==> src/rtl/cache_nway_wb_if.sv <==
// Request/response bus between a simple load/store master and cache_nway_wb.
interface cache_nway_wb_if #(
    parameter int ADDR_W = 8,
    parameter int DATA_W = 8
);
    logic              req_valid;
    logic              req_ready;
    logic              req_write;
    logic [ADDR_W-1:0] req_addr;
    logic [DATA_W-1:0] req_wdata;
    logic              resp_valid;
    logic [DATA_W-1:0] resp_rdata;
    logic              resp_hit;

    modport master (
        output req_valid, req_write, req_addr, req_wdata,
        input  req_ready, resp_valid, resp_rdata, resp_hit
    );

    modport slave (
        input  req_valid, req_write, req_addr, req_wdata,
        output req_ready, resp_valid, resp_rdata, resp_hit
    );
endinterface

==> src/rtl/cache_nway_wb.sv <==
// N-way set-associative write-back, write-allocate cache with true-LRU replacement,
// a latency-modelled backing RAM and saturating hit/miss counters.
module cache_nway_wb #(
    parameter int ADDR_W  = 8,
    parameter int DATA_W  = 8,
    parameter int SETS    = 4,
    parameter int WAYS    = 2,
    parameter int MEM_LAT = 4
) (
    input  logic                  clk,
    input  logic                  reset,
    cache_nway_wb_if.slave        bus,
    output logic [15:0]           hit_count,
    output logic [15:0]           miss_count
);
    localparam int IDX_W = $clog2(SETS);
    localparam int TAG_W = ADDR_W - IDX_W;
    localparam int WAY_W = $clog2(WAYS);
    localparam int DEPTH = 1 << ADDR_W;
    localparam int CNT_W = (MEM_LAT > 1) ? $clog2(MEM_LAT) : 1;

    typedef enum logic [2:0] {IDLE, LOOKUP, WRITEBACK, FILL, RESPOND} state_t;
    typedef logic [DATA_W-1:0] mem_t [DEPTH];

    function automatic mem_t mem_image();
        mem_t m;
        for (int i = 0; i < DEPTH; i++) m[i] = DATA_W'(i);
        return m;
    endfunction

    // Backing RAM keeps its contents across reset; it powers up holding its own addresses.
    mem_t mem = mem_image();

    state_t state, next_state;

    logic              valid [SETS][WAYS];
    logic              dirty [SETS][WAYS];
    logic [TAG_W-1:0]  tag   [SETS][WAYS];
    logic [DATA_W-1:0] data  [SETS][WAYS];
    logic [WAY_W-1:0]  age   [SETS][WAYS];

    logic              cur_write;
    logic [ADDR_W-1:0] cur_addr;
    logic [DATA_W-1:0] cur_wdata;
    logic [WAY_W-1:0]  way_sel;
    logic              hit_reg;
    logic [CNT_W-1:0]  lat_cnt;

    logic [IDX_W-1:0]  cur_idx;
    logic [TAG_W-1:0]  cur_tag;
    logic              lat_last;
    logic              hit_any;
    logic              inv_any;
    logic [WAY_W-1:0]  hit_way;
    logic [WAY_W-1:0]  inv_way;
    logic [WAY_W-1:0]  lru_way;
    logic [WAY_W-1:0]  victim;
    logic [WAY_W-1:0]  lookup_way;
    logic [WAY_W-1:0]  old_age;

    assign cur_idx       = cur_addr[IDX_W-1:0];
    assign cur_tag       = cur_addr[ADDR_W-1:IDX_W];
    assign lat_last      = (lat_cnt == CNT_W'(MEM_LAT - 1));
    assign bus.req_ready = (state == IDLE);

    // Descending scan so the lowest-index invalid way wins the victim choice.
    always_comb begin
        hit_any = 1'b0;
        inv_any = 1'b0;
        hit_way = '0;
        inv_way = '0;
        lru_way = '0;
        for (int w = WAYS - 1; w >= 0; w--) begin
            if (valid[cur_idx][w] && tag[cur_idx][w] == cur_tag) begin
                hit_any = 1'b1;
                hit_way = WAY_W'(w);
            end
            if (!valid[cur_idx][w]) begin
                inv_any = 1'b1;
                inv_way = WAY_W'(w);
            end
            if (age[cur_idx][w] == WAY_W'(WAYS - 1)) lru_way = WAY_W'(w);
        end
        victim     = inv_any ? inv_way : lru_way;
        lookup_way = hit_any ? hit_way : victim;
    end

    // Installing into an empty way ages it as if it were the oldest.
    assign old_age = valid[cur_idx][way_sel] ? age[cur_idx][way_sel] : WAY_W'(WAYS - 1);

    always_ff @(posedge clk or posedge reset) begin
        if (reset) state <= IDLE;
        else       state <= next_state;
    end

    always_comb begin
        next_state = state;
        case (state)
            IDLE:      if (bus.req_valid) next_state = LOOKUP;
            LOOKUP: begin
                if (hit_any)                                          next_state = RESPOND;
                else if (valid[cur_idx][victim] && dirty[cur_idx][victim]) next_state = WRITEBACK;
                else if (cur_write)                                   next_state = RESPOND;
                else                                                  next_state = FILL;
            end
            WRITEBACK: if (lat_last) next_state = cur_write ? RESPOND : FILL;
            FILL:      if (lat_last) next_state = RESPOND;
            RESPOND:   next_state = IDLE;
            default:   next_state = IDLE;
        endcase
    end

    // The victim write-back only reaches RAM on its final latency cycle, so a reset
    // before then leaves the old RAM word in place.
    always_ff @(posedge clk) begin
        if (state == WRITEBACK && lat_last)
            mem[{tag[cur_idx][way_sel], cur_idx}] <= data[cur_idx][way_sel];
    end

    always_ff @(posedge clk or posedge reset) begin
        if (reset) begin
            for (int s = 0; s < SETS; s++) begin
                for (int w = 0; w < WAYS; w++) begin
                    valid[s][w] <= 1'b0;
                    dirty[s][w] <= 1'b0;
                    tag[s][w]   <= '0;
                    data[s][w]  <= '0;
                    age[s][w]   <= '0;
                end
            end
            cur_write      <= 1'b0;
            cur_addr       <= '0;
            cur_wdata      <= '0;
            way_sel        <= '0;
            hit_reg        <= 1'b0;
            lat_cnt        <= '0;
            hit_count      <= '0;
            miss_count     <= '0;
            bus.resp_valid <= 1'b0;
            bus.resp_rdata <= '0;
            bus.resp_hit   <= 1'b0;
        end else begin
            bus.resp_valid <= (state == RESPOND);

            if (state == IDLE && bus.req_valid) begin
                cur_write <= bus.req_write;
                cur_addr  <= bus.req_addr;
                cur_wdata <= bus.req_wdata;
            end

            if ((state == WRITEBACK || state == FILL) && !lat_last) lat_cnt <= lat_cnt + 1'b1;
            else                                                    lat_cnt <= '0;

            if (state == LOOKUP) begin
                way_sel <= lookup_way;
                hit_reg <= hit_any;
                if (hit_any) begin
                    if (hit_count != 16'hFFFF) hit_count <= hit_count + 16'd1;
                end else begin
                    if (miss_count != 16'hFFFF) miss_count <= miss_count + 16'd1;
                end
            end

            if (state == FILL && lat_last) data[cur_idx][way_sel] <= mem[cur_addr];

            if (state == RESPOND) begin
                valid[cur_idx][way_sel] <= 1'b1;
                tag[cur_idx][way_sel]   <= cur_tag;
                if (cur_write) begin
                    data[cur_idx][way_sel]  <= cur_wdata;
                    dirty[cur_idx][way_sel] <= 1'b1;
                    bus.resp_rdata          <= cur_wdata;
                end else begin
                    if (!hit_reg) dirty[cur_idx][way_sel] <= 1'b0;
                    bus.resp_rdata <= data[cur_idx][way_sel];
                end
                bus.resp_hit <= hit_reg;
                for (int w = 0; w < WAYS; w++) begin
                    if (WAY_W'(w) == way_sel)         age[cur_idx][w] <= '0;
                    else if (age[cur_idx][w] < old_age) age[cur_idx][w] <= age[cur_idx][w] + 1'b1;
                end
            end
        end
    end
endmodule

==> src/flat_wrapper.sv <==
// flat-port wrapper written by rule: the top's interface ports become plain ports
module cache_nway_wb_flat 
#(
    parameter int ADDR_W  = 8,
    parameter int DATA_W  = 8,
    parameter int SETS    = 4,
    parameter int WAYS    = 2,
    parameter int MEM_LAT = 4
)
  (clk, reset, hit_count, miss_count, bus_req_valid, bus_req_write, bus_req_addr, bus_req_wdata, bus_req_ready, bus_resp_valid, bus_resp_rdata, bus_resp_hit);
  cache_nway_wb_if #(.ADDR_W(ADDR_W), .DATA_W(DATA_W)) bus_i ();
  input  logic clk;
  input  logic reset;
  output logic [15:0] hit_count;
  output logic [15:0] miss_count;
  input wire logic [$bits(bus_i.req_valid)-1:0] bus_req_valid;
  input wire logic [$bits(bus_i.req_write)-1:0] bus_req_write;
  input wire logic [$bits(bus_i.req_addr)-1:0] bus_req_addr;
  input wire logic [$bits(bus_i.req_wdata)-1:0] bus_req_wdata;
  output wire logic [$bits(bus_i.req_ready)-1:0] bus_req_ready;
  output wire logic [$bits(bus_i.resp_valid)-1:0] bus_resp_valid;
  output wire logic [$bits(bus_i.resp_rdata)-1:0] bus_resp_rdata;
  output wire logic [$bits(bus_i.resp_hit)-1:0] bus_resp_hit;
  assign bus_i.req_valid = bus_req_valid;
  assign bus_i.req_write = bus_req_write;
  assign bus_i.req_addr = bus_req_addr;
  assign bus_i.req_wdata = bus_req_wdata;
  assign bus_req_ready = bus_i.req_ready;
  assign bus_resp_valid = bus_i.resp_valid;
  assign bus_resp_rdata = bus_i.resp_rdata;
  assign bus_resp_hit = bus_i.resp_hit;
  cache_nway_wb #(.ADDR_W(ADDR_W), .DATA_W(DATA_W), .SETS(SETS), .WAYS(WAYS), .MEM_LAT(MEM_LAT)) u_core (.clk(clk), .reset(reset), .bus(bus_i), .hit_count(hit_count), .miss_count(miss_count));
endmodule
==> config.mk <==
export PLATFORM = sky130hd
export DESIGN_NAME = cache_nway_wb_flat
export DESIGN_NICKNAME = d
export VERILOG_FILES = /design/src/rtl/cache_nway_wb_if.sv /design/src/rtl/cache_nway_wb.sv /design/src/flat_wrapper.sv
export SDC_FILE = /design/constraint.sdc
export NUM_CORES = 2
export LEC_CHECK = 0
export CORE_MARGIN = 5
export CORE_UTILIZATION = 39
export CTS_BUF_LIST = sky130_fd_sc_hd__clkbuf_4 sky130_fd_sc_hd__clkbuf_8 sky130_fd_sc_hd__clkbuf_16
export CTS_CLUSTER_DIAMETER = 100
export DETAILED_ROUTE_END_ITERATION = 12
export HOLD_SLACK_MARGIN = 0.15
export PLACE_DENSITY = 0.57
export SYNTH_ARGS = -nofsm -noshare
export SYNTH_HDL_FRONTEND = slang
export SYNTH_SLANG_ARGS = --single-unit
==> constraint.sdc <==
create_clock -name clk -period 9.3 [get_ports clk]
set_clock_uncertainty 0.2 [all_clocks]
set_input_delay 1.86 -clock clk [delete_from_list [all_inputs] [get_ports clk]]
set_output_delay 1.86 -clock clk [all_outputs]
set_load 0.1 [all_outputs]
==> impl_metrics.env <==
export IMPL_synthFlopType="edfxtp_1"
export IMPL_place_ws_ps=3140
export IMPL_path_class="flop to flop"
export IMPL_fin_crit_ps=6220
export IMPL_finalInstanceArea_sq_mm=0.101
export IMPL_slowest_delay_ps=1130
export IMPL_wl_um=248000
export IMPL_post_cts_setup_buffers=0
export IMPL_failed_checks="slew limit"
export IMPL_via_per_inst=5.87
export IMPL_synth_avg_cell_area_sq_um=19.4
export IMPL_maxSlewViolCount=72
export IMPL_rrSetupSlack_ps=3080
export IMPL_yosysUniqueCellTypes=80
export IMPL_place_hpwl_um=149000
export IMPL_die_area_sq_mm=0.239
export IMPL_cp_common_cell="nor2_1"
export IMPL_synth_async_sr_flop_share=0.0898
export IMPL_syn_to_final_growth_pct=12.7
export IMPL_synth_edf_count=2048
export IMPL_hold_buffers=0
export IMPL_synth_cells=4600
export IMPL_min_path_cells=1
export IMPL_timing_final_crit_share=0.668
export IMPL_cts_sinks=2250
export IMPL_r2r_cells=6
export IMPL_cap_violations=0
export IMPL_hold_worst_slack_ps=254
export IMPL_antenna_found_initial=6
export IMPL_die_w_um=489
export IMPL_max_freq_mhz=161
export IMPL_setup_viol=0
export IMPL_hp_class="flop to flop"
export IMPL_worst_slack_ps=3080
export IMPL_critPathLaunchType="flop"
export IMPL_power_leakage_nw=32.8
export IMPL_drt_met1_wl_um=104000
export IMPL_cts_htree_levels=4
export IMPL_die_y_um=489
export IMPL_synth_top_cell_area_share=0.688
export IMPL_grt_use_total=0.207
export IMPL_drt_iter0_markers=5411
export IMPL_drtAntennaViolNets=0
export IMPL_grt_max_degree=249
export IMPL_largest_reg_flops=2048
export IMPL_final_hold_violation_count=0
export IMPL_nNetsFinal=4746
export IMPL_p_int_mw=22.0
export IMPL_crit_path_cell_trace="buf_4, mux4_2, mux2_2, nor2_1, nand3_1, nor2_1"
export IMPL_pwr_share_clk=0.271
export IMPL_p_switching_mw=11.8
export IMPL_cts_buffers=224
export IMPL_io_buffers=62
export IMPL_pin_count=63
export IMPL_mappedNetlistArea_sq_mm=0.0894
export IMPL_rsz0062_at_grt="false"
export IMPL_wl_met3_um=20900
export IMPL_place_area_sq_mm=0.0934
export IMPL_post_cts_resized=0
export IMPL_clkTransAtPathRegs_ps=60
export IMPL_drc=0
export IMPL_slew_headroom=-0.0826
export IMPL_core_sq_mm=0.228
export IMPL_cts_root_buf="clkbuf_16"
export IMPL_wire_per_inst_um=31.4
export IMPL_max_vdd_ir_drop_uv=445
export IMPL_ys_seq_area_frac=0.744
export IMPL_gp_congestion=0.838
export IMPL_grt_first_pass_wirelength_um=356000
export IMPL_worst_slew_pin_slew_ps=1620
export IMPL_grt_pass1_vias=46589
export IMPL_worstHoldStart="u_core.lat_cnt[0]"
export IMPL_cp_arrival_ps=6480
export IMPL_fin_tns_setup_ps=0
export IMPL_vias=46534
export IMPL_hold_end="u_core.lat_cnt[0]"
export IMPL_powerDensity_mw_per_mm2=335
export IMPL_wl_met2_um=116000
export IMPL_insertion_delay_ps=870
export IMPL_r2r_end="u_core.mem[161][1]"
export IMPL_slowest_stage="nor2_1"
export IMPL_synth_nets=4623
export IMPL_grt_ovfl_total=0
export IMPL_crit_required_ps=9560
export IMPL_r2r_start="u_core.cur_addr[0]"
export IMPL_p_sw_frac=0.348
export IMPL_initial_core_util=0.393
export IMPL_drive_gt1_frac=0.227
export IMPL_worstSetupEndpointType="flop"
export IMPL_pwr_share_comb=0.326
export IMPL_rows=175
export IMPL_power_mw=33.8
export IMPL_seqPwrFrac=0.403
export IMPL_top_layer_used="met4"
export IMPL_clock_path_buffers=3
export IMPL_ys_warn_count=0
export IMPL_ys_ff_latch=2250
export IMPL_firstDrtPassIters=6
export IMPL_synth_top_area_cell="edfxtp_1"
export IMPL_yosys_top_cells_area="edfxtp_1, mux4_2, dfrtp_1"
export IMPL_status="finished with violations"
export IMPL_cts_tree="done"
export IMPL_crit_fanout=36
[Yosys cell counts, types with 16 or more instances]
cell	n
buf_6	35
nor3_1	33
buf_4	32
o22ai_1	18
nand2_1	320
and3_1	27
nand3_1	63
xnor2_1	30
a21oi_1	70
mux4_2	581
a32oi_1	22
buf_1	23
a22oi_1	25
buf_2	57
nand4_1	16
dfrtp_1	202
mux2i_1	110
o21ai_0	113
o21ai_1	35
clkbuf_1	120
or3_1	18
a31oi_1	17
mux2_2	35
edfxtp_1	2048
nor2_1	365
[layout make-up]
type | count | area, sq um
Multi-Input combinational cell | 2067 | 21500
Fill cell | 19486 | 127000
Tap cell | 3009 | 3760
Clock buffer | 265 | 5930
Clock inverter | 152 | 1530
Sequential cell | 2250 | 66600
Inverter | 16 | 77.6
Antenna cell | 2 | 5.00
Timing Repair Buffer | 164 | 1500
[cell usage in the layout (no fill, tap or decap), drive strengths merged, types with 22 or more instances in the layout]
master	count
a32oi	22
o21ai	148
mux2	36
mux2i	110
xnor2	30
nor3	34
bufinv	25
and3	27
clkinv	118
edfxtp	2048
buf	102
clkdlybuf4s50	62
dfrtp	202
a22oi	25
nand3	63
mux4	581
nor2	367
a21oi	71
inv	22
clkbuf	265
nand2	320
[critical path, delay by kind of cell (launching register included)]
kind	cells	cell delay [ps]
simple gates	3	3020
mux	2	950
buf+inv	1	690
flops	1	890
[worst max path at each step]
stage,startpoint,endpoint,slack [ps]
floorplan,reset,async pin,1730
global placement,u_core.cur_addr[0],u_core.mem[166][3],3200
detailed placement,u_core.cur_addr[0],u_core.mem[167][3],3140
CTS,u_core.cur_addr[0],u_core.mem[167][6],3120
global route,u_core.cur_addr[0],u_core.mem[165][6],2790
finish,u_core.cur_addr[0],u_core.mem[161][1],3080
[power groups by stage]
stage,registers [mW],logic [mW],clock network (mW)
floorplan,14.2,6.78,0
global placement,13.8,11.0,0
detailed placement,13.8,11.1,0
CTS,13.6,11.1,9.29
global route,13.7,11.6,9.72
finish,13.6,11.0,9.14
[per-stage QoR]
stage / util / cells
finish: 0.443 / 7925
global route: 0.443 / 7923
CTS: 0.443 / 7923
detailed placement: 0.410 / 7506
global placement: 0.410 / 7506
floorplan: - / 4600
[kinds of logic (layout without fill, tap and decap cells)]
kind of cell             Yosys count  in the layout  share of synthesized area
AO/OA/AOI/OAI                    391            391                     0.0280
XOR/XNOR                          42             42                    0.00411
adder cells (fa/ha/maj)            3              3                   0.000420
buffers and inverters            283            597                     0.0170
flip-flops                      2250           2250                      0.744
multiplexers                     727            727                      0.163
other                              0              2                          0
AND/OR/NAND/NOR                  904            904                     0.0432
[per-layer routing]
layer | up-vias | global-route usage
li1 | 18902 | -
met3 | 353 | 0.0442
met2 | 2116 | 0.320
met5 | - | 0
met1 | 25163 | 0.297
met4 | 0 | 0.0635
(Power assumes the default switching activity.)
